--- config.mk ---
export PLATFORM = sky130hd
export DESIGN_NAME = uart_cmd_responder
export DESIGN_NICKNAME = d
export VERILOG_FILES = /design/src/rtl/uart_cmd_responder.sv
export SDC_FILE = /design/constraint.sdc
export NUM_CORES = 1
export LEC_CHECK = 0
export ABC_CLOCK_PERIOD_IN_PS = 2300
export CORE_AREA = 10 10 89 91
export CTS_BUF_LIST = sky130_fd_sc_hd__clkbuf_4 sky130_fd_sc_hd__clkbuf_8 sky130_fd_sc_hd__clkbuf_16
export CTS_CLUSTER_SIZE = 30
export DETAILED_ROUTE_END_ITERATION = 8
export DIE_AREA = 0 0 99 101
export HOLD_SLACK_MARGIN = 0.05
export PLACE_DENSITY = 0.53
export REMOVE_ABC_BUFFERS = 1
export SYNTH_ARGS = -nofsm -noshare
export SYNTH_HDL_FRONTEND = slang
export SYNTH_SLANG_ARGS = --single-unit
export TNS_END_PERCENT = 5
--- constraint.sdc ---
create_clock -name i_clk -period 2.3 [get_ports i_clk]
set_input_delay 0.46 -clock i_clk [delete_from_list [all_inputs] [get_ports i_clk]]
set_output_delay 0.46 -clock i_clk [all_outputs]
set_load 0.05 [all_outputs]
--- src/rtl/uart_cmd_responder.sv ---
// Byte-command responder on the parallel side of a UART: decodes read/write commands,
// drives a single-byte register bus and returns one response byte per command.
//
// state    | meaning
// ---------+-----------------------------------------------------------
// IDLE     | waiting for a command byte in the rx buffer
// GET_DATA | write command seen, waiting (with timeout) for its data byte
// BUS_WR   | register write strobe, ACK queued as response
// BUS_RD   | register read strobe
// RD_CAP   | capture read data as response
// SEND     | wait for tx buffer empty, then load the response byte
// TX_HOLD  | dead cycle so the uart empty flag can drop
module uart_cmd_responder #(
   parameter int                    WIDTH_DATA = 8,
   parameter int                    WIDTH_ADDR = 7,
   parameter int                    TIMEOUT    = 50000,
   parameter int                    WIDTH_TO   = 16,
   parameter logic [WIDTH_DATA-1:0] ACK        = 8'h06,
   parameter logic [WIDTH_DATA-1:0] NAK        = 8'h15
) (
   input  logic                  i_clk,
   input  logic                  i_srst,
   input  logic [WIDTH_DATA-1:0] i_rx_data,
   input  logic                  i_rx_rdy,
   output logic                  o_rx_re,
   output logic [WIDTH_DATA-1:0] o_tx_data,
   output logic                  o_tx_we,
   input  logic                  i_tx_mty,
   output logic [WIDTH_ADDR-1:0] o_addr,
   output logic [WIDTH_DATA-1:0] o_wdata,
   output logic                  o_wr,
   output logic                  o_rd,
   input  logic [WIDTH_DATA-1:0] i_rdata,
   output logic                  o_busy,
   output logic                  o_err
);

   typedef enum logic [2:0] {
      S_IDLE,
      S_GET_DATA,
      S_BUS_WR,
      S_BUS_RD,
      S_RD_CAP,
      S_SEND,
      S_TX_HOLD
   } state_t;

   localparam logic [WIDTH_TO-1:0] TO_LAST = WIDTH_TO'(TIMEOUT - 1);

   state_t                state, state_nxt;
   logic [WIDTH_TO-1:0]   to_cnt, to_cnt_nxt;
   logic [WIDTH_ADDR-1:0] addr_nxt;
   logic [WIDTH_DATA-1:0] wdata_nxt;
   logic [WIDTH_DATA-1:0] tx_data_nxt;

   always_ff @(posedge i_clk) begin
      if (i_srst) begin
         state     <= S_IDLE;
         to_cnt    <= '0;
         o_addr    <= '0;
         o_wdata   <= '0;
         o_tx_data <= '0;
      end else begin
         state     <= state_nxt;
         to_cnt    <= to_cnt_nxt;
         o_addr    <= addr_nxt;
         o_wdata   <= wdata_nxt;
         o_tx_data <= tx_data_nxt;
      end
   end

   always_comb begin
      state_nxt   = state;
      to_cnt_nxt  = '0;
      addr_nxt    = o_addr;
      wdata_nxt   = o_wdata;
      tx_data_nxt = o_tx_data;
      o_rx_re     = 1'b0;
      o_tx_we     = 1'b0;
      o_wr        = 1'b0;
      o_rd        = 1'b0;
      o_err       = 1'b0;
      case (state)
         S_IDLE: begin
            if (i_rx_rdy) begin
               o_rx_re   = 1'b1;
               addr_nxt  = i_rx_data[WIDTH_ADDR-1:0];
               state_nxt = i_rx_data[WIDTH_DATA-1] ? S_GET_DATA : S_BUS_RD;
            end
         end
         S_GET_DATA: begin
            // an arriving byte wins over a timeout expiring in the same cycle
            if (i_rx_rdy) begin
               o_rx_re   = 1'b1;
               wdata_nxt = i_rx_data;
               state_nxt = S_BUS_WR;
            end else if (to_cnt == TO_LAST) begin
               o_err       = 1'b1;
               tx_data_nxt = NAK;
               state_nxt   = S_SEND;
            end else begin
               to_cnt_nxt = to_cnt + 1'b1;
            end
         end
         S_BUS_WR: begin
            o_wr        = 1'b1;
            tx_data_nxt = ACK;
            state_nxt   = S_SEND;
         end
         S_BUS_RD: begin
            o_rd      = 1'b1;
            state_nxt = S_RD_CAP;
         end
         S_RD_CAP: begin
            tx_data_nxt = i_rdata;
            state_nxt   = S_SEND;
         end
         S_SEND: begin
            if (i_tx_mty) begin
               o_tx_we   = 1'b1;
               state_nxt = S_TX_HOLD;
            end
         end
         S_TX_HOLD: state_nxt = S_IDLE;
         default:   state_nxt = S_IDLE;
      endcase
      // strobes stay quiet during reset so no byte is popped and then dropped
      if (i_srst) begin
         o_rx_re = 1'b0;
         o_tx_we = 1'b0;
         o_wr    = 1'b0;
         o_rd    = 1'b0;
         o_err   = 1'b0;
      end
   end

   assign o_busy = (state != S_IDLE);

endmodule

# Word level (Yosys, flattened, before mapping)
# Cells that the tools add are included.
op_classes:
  n_mux: 23
  n_eq_ne: 11
  reduce_logical: 10
  addsub: 1
  bitwise_logic: 1
  n_shift: 0
  n_div: 0
  magnitude_cmp: 0
  n_mul: 0
ops:
  columns: ["operator", "count"]
  rows:
  - ["$pmux W8 S3", 1]
  - ["$add A16 B1 Y16 const B", 1]
  - ["$eq A16 B16 Y1 const B", 1]
  - ["$mux W8", 2]
  - ["$pmux W3 S5", 1]
  - ["$mux W1", 14]
  - ["$mux W3", 4]
  - ["$ne A2 B2 Y1 const B", 4]
  - ["$eq A3 B2 Y1 const B", 2]
  - ["$eq A3 B3 Y1 const B", 2]
  - ["$reduce_and A3 Y1", 2]
  - ["$reduce_bool A3 Y1", 2]
  - ["$reduce_and A2 Y1", 2]
  - ["$reduce_or A2 Y1", 2]
  - ["$reduce_or A4 Y1", 1]
  - ["$eq A3 B1 Y1 const B", 1]
  - ["$logic_not A3 Y1", 1]
  - ["$ne A3 B3 Y1 const B", 1]
  - ["$mux W2", 1]
  - ["$not A1 Y1", 1]
totals:
  wordCells: 51
  mem_bits_ro: 0
  register_bits: 42
  latchBits: 0
  n_memories: 0
  mem_bits_rw: 0

# Longest topological paths before layout
depth:
  ltp_word: 5
  ltp_mapped: 7
  ltp_nobuf: 5

# Worst setup path after synthesis
# No wires, ideal clock.
synth_timing:
  path_kind: "input-to-output"
  start: "input port i_srst"
  end: "output port o_tx_we"
  path_buffers: 2
  required_time_ps: 1840
  arrival_time_ps: 1955
  path_slack_ps: -115
  stages: 3
  cell_sequence: "clkbuf_1 -> clkbuf_1 -> nor3_1"
synth_between:
  elab_chain_cells: 1
synth_rtl:
  columns: ["item", "line", "text"]
  rows:
  - ["start: declaration", "22", "input logic i_srst,"]
  - ["$mux W1", "128", "if (i_srst) begin"]
  - ["end: declaration", "27", "output logic o_tx_we,"]
# No other way between the ends.

# Worst setup path after layout
layout_timing:
  start: "register to_cnt[7]"
  end: "output port o_err"
layout_between:
  elab_chain_cells: 5
layout_rtl:
  columns: ["item", "line", "text"]
  rows:
  - ["start: declaration", "51", "logic [WIDTH_TO-1:0] to_cnt, to_cnt_nxt;"]
  - ["start signal: assignment", "65", "to_cnt <= to_cnt_nxt;"]
  - ["$eq A16 B16 Y1", "97", "end else if (to_cnt == TO_LAST) begin"]
  - ["$mux W1", "97", null]
  - ["$mux W1", "93", "if (i_rx_rdy) begin"]
  - ["$mux W1", "83", "case (state)"]
  - ["$mux W1", "128", null]
  - ["end: declaration", "35", "output logic o_err"]
# No other way between the ends.

==> out/metrics.cfg <==
[run_status]
status=finished, violations left
violations=setup timing

[placement]
io_buffers=48
gp_congestion=0.758
hpwl_um=3700
preCtsSetupSlack_ns=0.147

[worst_setup_path]
worstPathArrival_ns=1.86
cpPeakStageDelay_ns=0.54
crit_path_max_fanout=2
cp_num_buf_inv=1
worstReg2RegStart=to_cnt[7]
crit_chain=or4b_4 > nor4_4 > and3b_2 > buf_12
crit_required_ns=1.84
reg2reg_setup_slack_ns=0.41
crit_path_start=to_cnt[7]
path_delay_family=simple AND/OR/NAND/NOR gates
worstSetupStartpointType=flop
critPathCaptureType=primary output
worstSetupPathType=flop to primary output
slowest_stage=or4b_4

[floorplan]
coreArea_um2=6200
rows=29
die_h_um=101
dieArea_um2=10000
io_pins=49
initial_core_util=0.293
dieWidth_um=99

[final_layout]
nets=292
synthToLayoutAreaGrowth_pct=45.8
antenna_cells=0
layout-drive-gt1-share=0.154

[yosys]
synth_compound_area_frac=0.132
syn_area_um2=1820
synth_simple_gate_area_frac=0.293
synth.distinct_cells=40
synth-adder-area-share=0.00688
synth_top_family_by_area=simple AND/OR/NAND/NOR gates
yosysSeqAreaShare=0.462
synth_edf_count=0
synth_warnings=0
syn_inst=213
yosys_register_bits=42
synth-xor-area-share=0.0626
synth_mux_area_frac=0
syn_avg_cell_area_um2=8.54
ys.flop_type=dfxtp_1
synth-async-reset-ratio=0

[route]
wl_per_cell_um=13.9
first_pass_iters=4
drt-total-wl_um=4850
vias=1664
drt-initial-drc-count=79
drc_errors=0
drtAntennaViolNets=0
via_per_inst=4.77

[sta]
slew_headroom=0.646
drv_slew=0
hold_viol_final=0
fin_crit_ns=2.32
whs_ns=0.460
fin_crit_sh=1.01
rsz0062_at_grt=yes
finClkSkew_ns=0.00722
timing.final.ws_setup_ns=-0.0177
fmax_mhz=431
setup_violations=1
tightest_slew_ns=0.529

[grt]
grt_max_degree=18
grt-ovfl-total=0
track_usage=0.0986
antenna_found_initial=0
grt_pass1_wl_um=8200
grt_pass1_vias=1570

[clocking]
numCtsBuffers=5
htree_num_levels=2
cts_tree=yes
clock-root-buffer=clkbuf_8
clk_latency_ns=0.30
cts.clk_slew.worst_paths_ns=0.08
ctsHoldBuffers=0
clockBufferDepth=2
numClockSinks=42

[pwr]
leakage_nw=0.936
powerDensity_nw_per_um2=711
power_mw=1.89
ir_drop_uv=278

[job]
drv_cap=0

[worst_hold_path]
hp-start=o_wdata[3]
hp-class=flop to flop

-- metal layers --
metal / part of all wire / vias up / track usage / wire (um)
met2: 0.45 / 41 / 0.149 / 2180
met4: 0.012 / 0 / 0.0331 / 59
met5: 0 / - / 0 / 0
met3: 0.058 / 6 / 0.0322 / 279
li1: - / 853 / - / -
met1: 0.48 / 764 / 0.128 / 2340
-- layout make-up --
| type | instances | area (um^2) |
|---|---|---|
| clock buffer | 6 | 82.6 |
| clock inverter | 2 | 60.1 |
| fill | 617 | 3550 |
| inverter | 6 | 22.5 |
| multi-input combinational | 154 | 905 |
| sequential | 42 | 852 |
| tap | 77 | 96.3 |
| timing repair buffer | 62 | 633 |
-- worst min-delay path: cells and delay by family, from the launching register on --
kind / cells / cell delay (ns)
simple gates: 1 / 0.05
flops: 1 / 0.32
compound gates: 1 / 0.05
-- worst paths after layout --
| path | to | cells after the start |
|---|---|---|
| max | o_err | 4 |
| min | o_wdata[3] | 2 |
| max reg2reg | to_cnt[5] | 7 |
| min reg2reg | o_wdata[3] | 2 |
-- Yosys cell counts, types with 2 or more instances --
cell type,n,share of area
buf_1,2,0.0041
nand3_1,5,0.014
a21oi_1,18,0.050
xnor2_1,8,0.039
nand2b_1,5,0.017
nand2_1,38,0.078
clkbuf_1,5,0.010
a22o_1,5,0.024
inv_1,6,0.012
buf_2,2,0.0055
or3_1,3,0.010
nor4_1,3,0.010
xor2_1,5,0.024
a221oi_1,2,0.0096
nand4_1,2,0.0069
a211oi_1,5,0.021
nor2_1,23,0.047
nor3_1,13,0.036
dfxtp_1,42,0.46
-- report_power, final --
part	internal, mW	switching [mW]	total (mW)	leakage (nW)
registers	0.759	0.0219	0.780	0.344
logic	0.145	0.234	0.378	0.520
clock network	0.463	0.264	0.727	0.0714
-- registers in the layout, summed over array words and instances (netlist names) --
signal / count
o_wdata: 8
o_tx_data: 8
to_cnt: 16
state: 3
o_addr: 7
-- stage by stage --
step / cells / setup TNS (ns) / util / instance area (um^2)
after detailed placement: 338 / 0 / 0.398 / 2470
after CTS: 349 / -0.0158 / 0.427 / 2650
after global placement: 338 / 0 / 0.398 / 2470
final: 349 / -0.0177 / 0.427 / 2650
after floorplan: 202 / 0 / - / 1760
after global routing: 349 / -0.0677 / 0.427 / 2650
-- cell families after synthesis --
logic type               Yosys count
flip-flops                        42
XOR/XNOR                          13
AND/OR/NAND/NOR                  104
adder cells (fa/ha/maj)            1
AO/OA/AOI/OAI                     36
buffers and inverters             17
-- timing repair --
item	in CTS	in global routing
setup buffers	3	0
resized for setup	9	0
endpoints found under the hold margin	0	0
endpoints found under the setup margin	1	1
pin swaps	2	0
-- placed cells by master (no fill, tap or decap), types with 2 or more instances in the layout --
cell / n
a211oi_1: 5
a21oi_1: 18
a221oi_1: 2
a22o_1: 5
buf_12: 5
buf_4: 15
bufinv_16: 2
clkbuf_8: 6
clkdlybuf4s50_1: 42
dfxtp_1: 37
dfxtp_2: 3
dfxtp_4: 2
inv_1: 6
nand2_1: 38
nand2b_1: 5
nand3_1: 5
nand4_1: 2
nor2_1: 23
nor3_1: 13
nor4_1: 3
or3_1: 3
or4b_4: 2
xnor2_1: 8
xor2_1: 5
(Power assumes the default switching activity.)
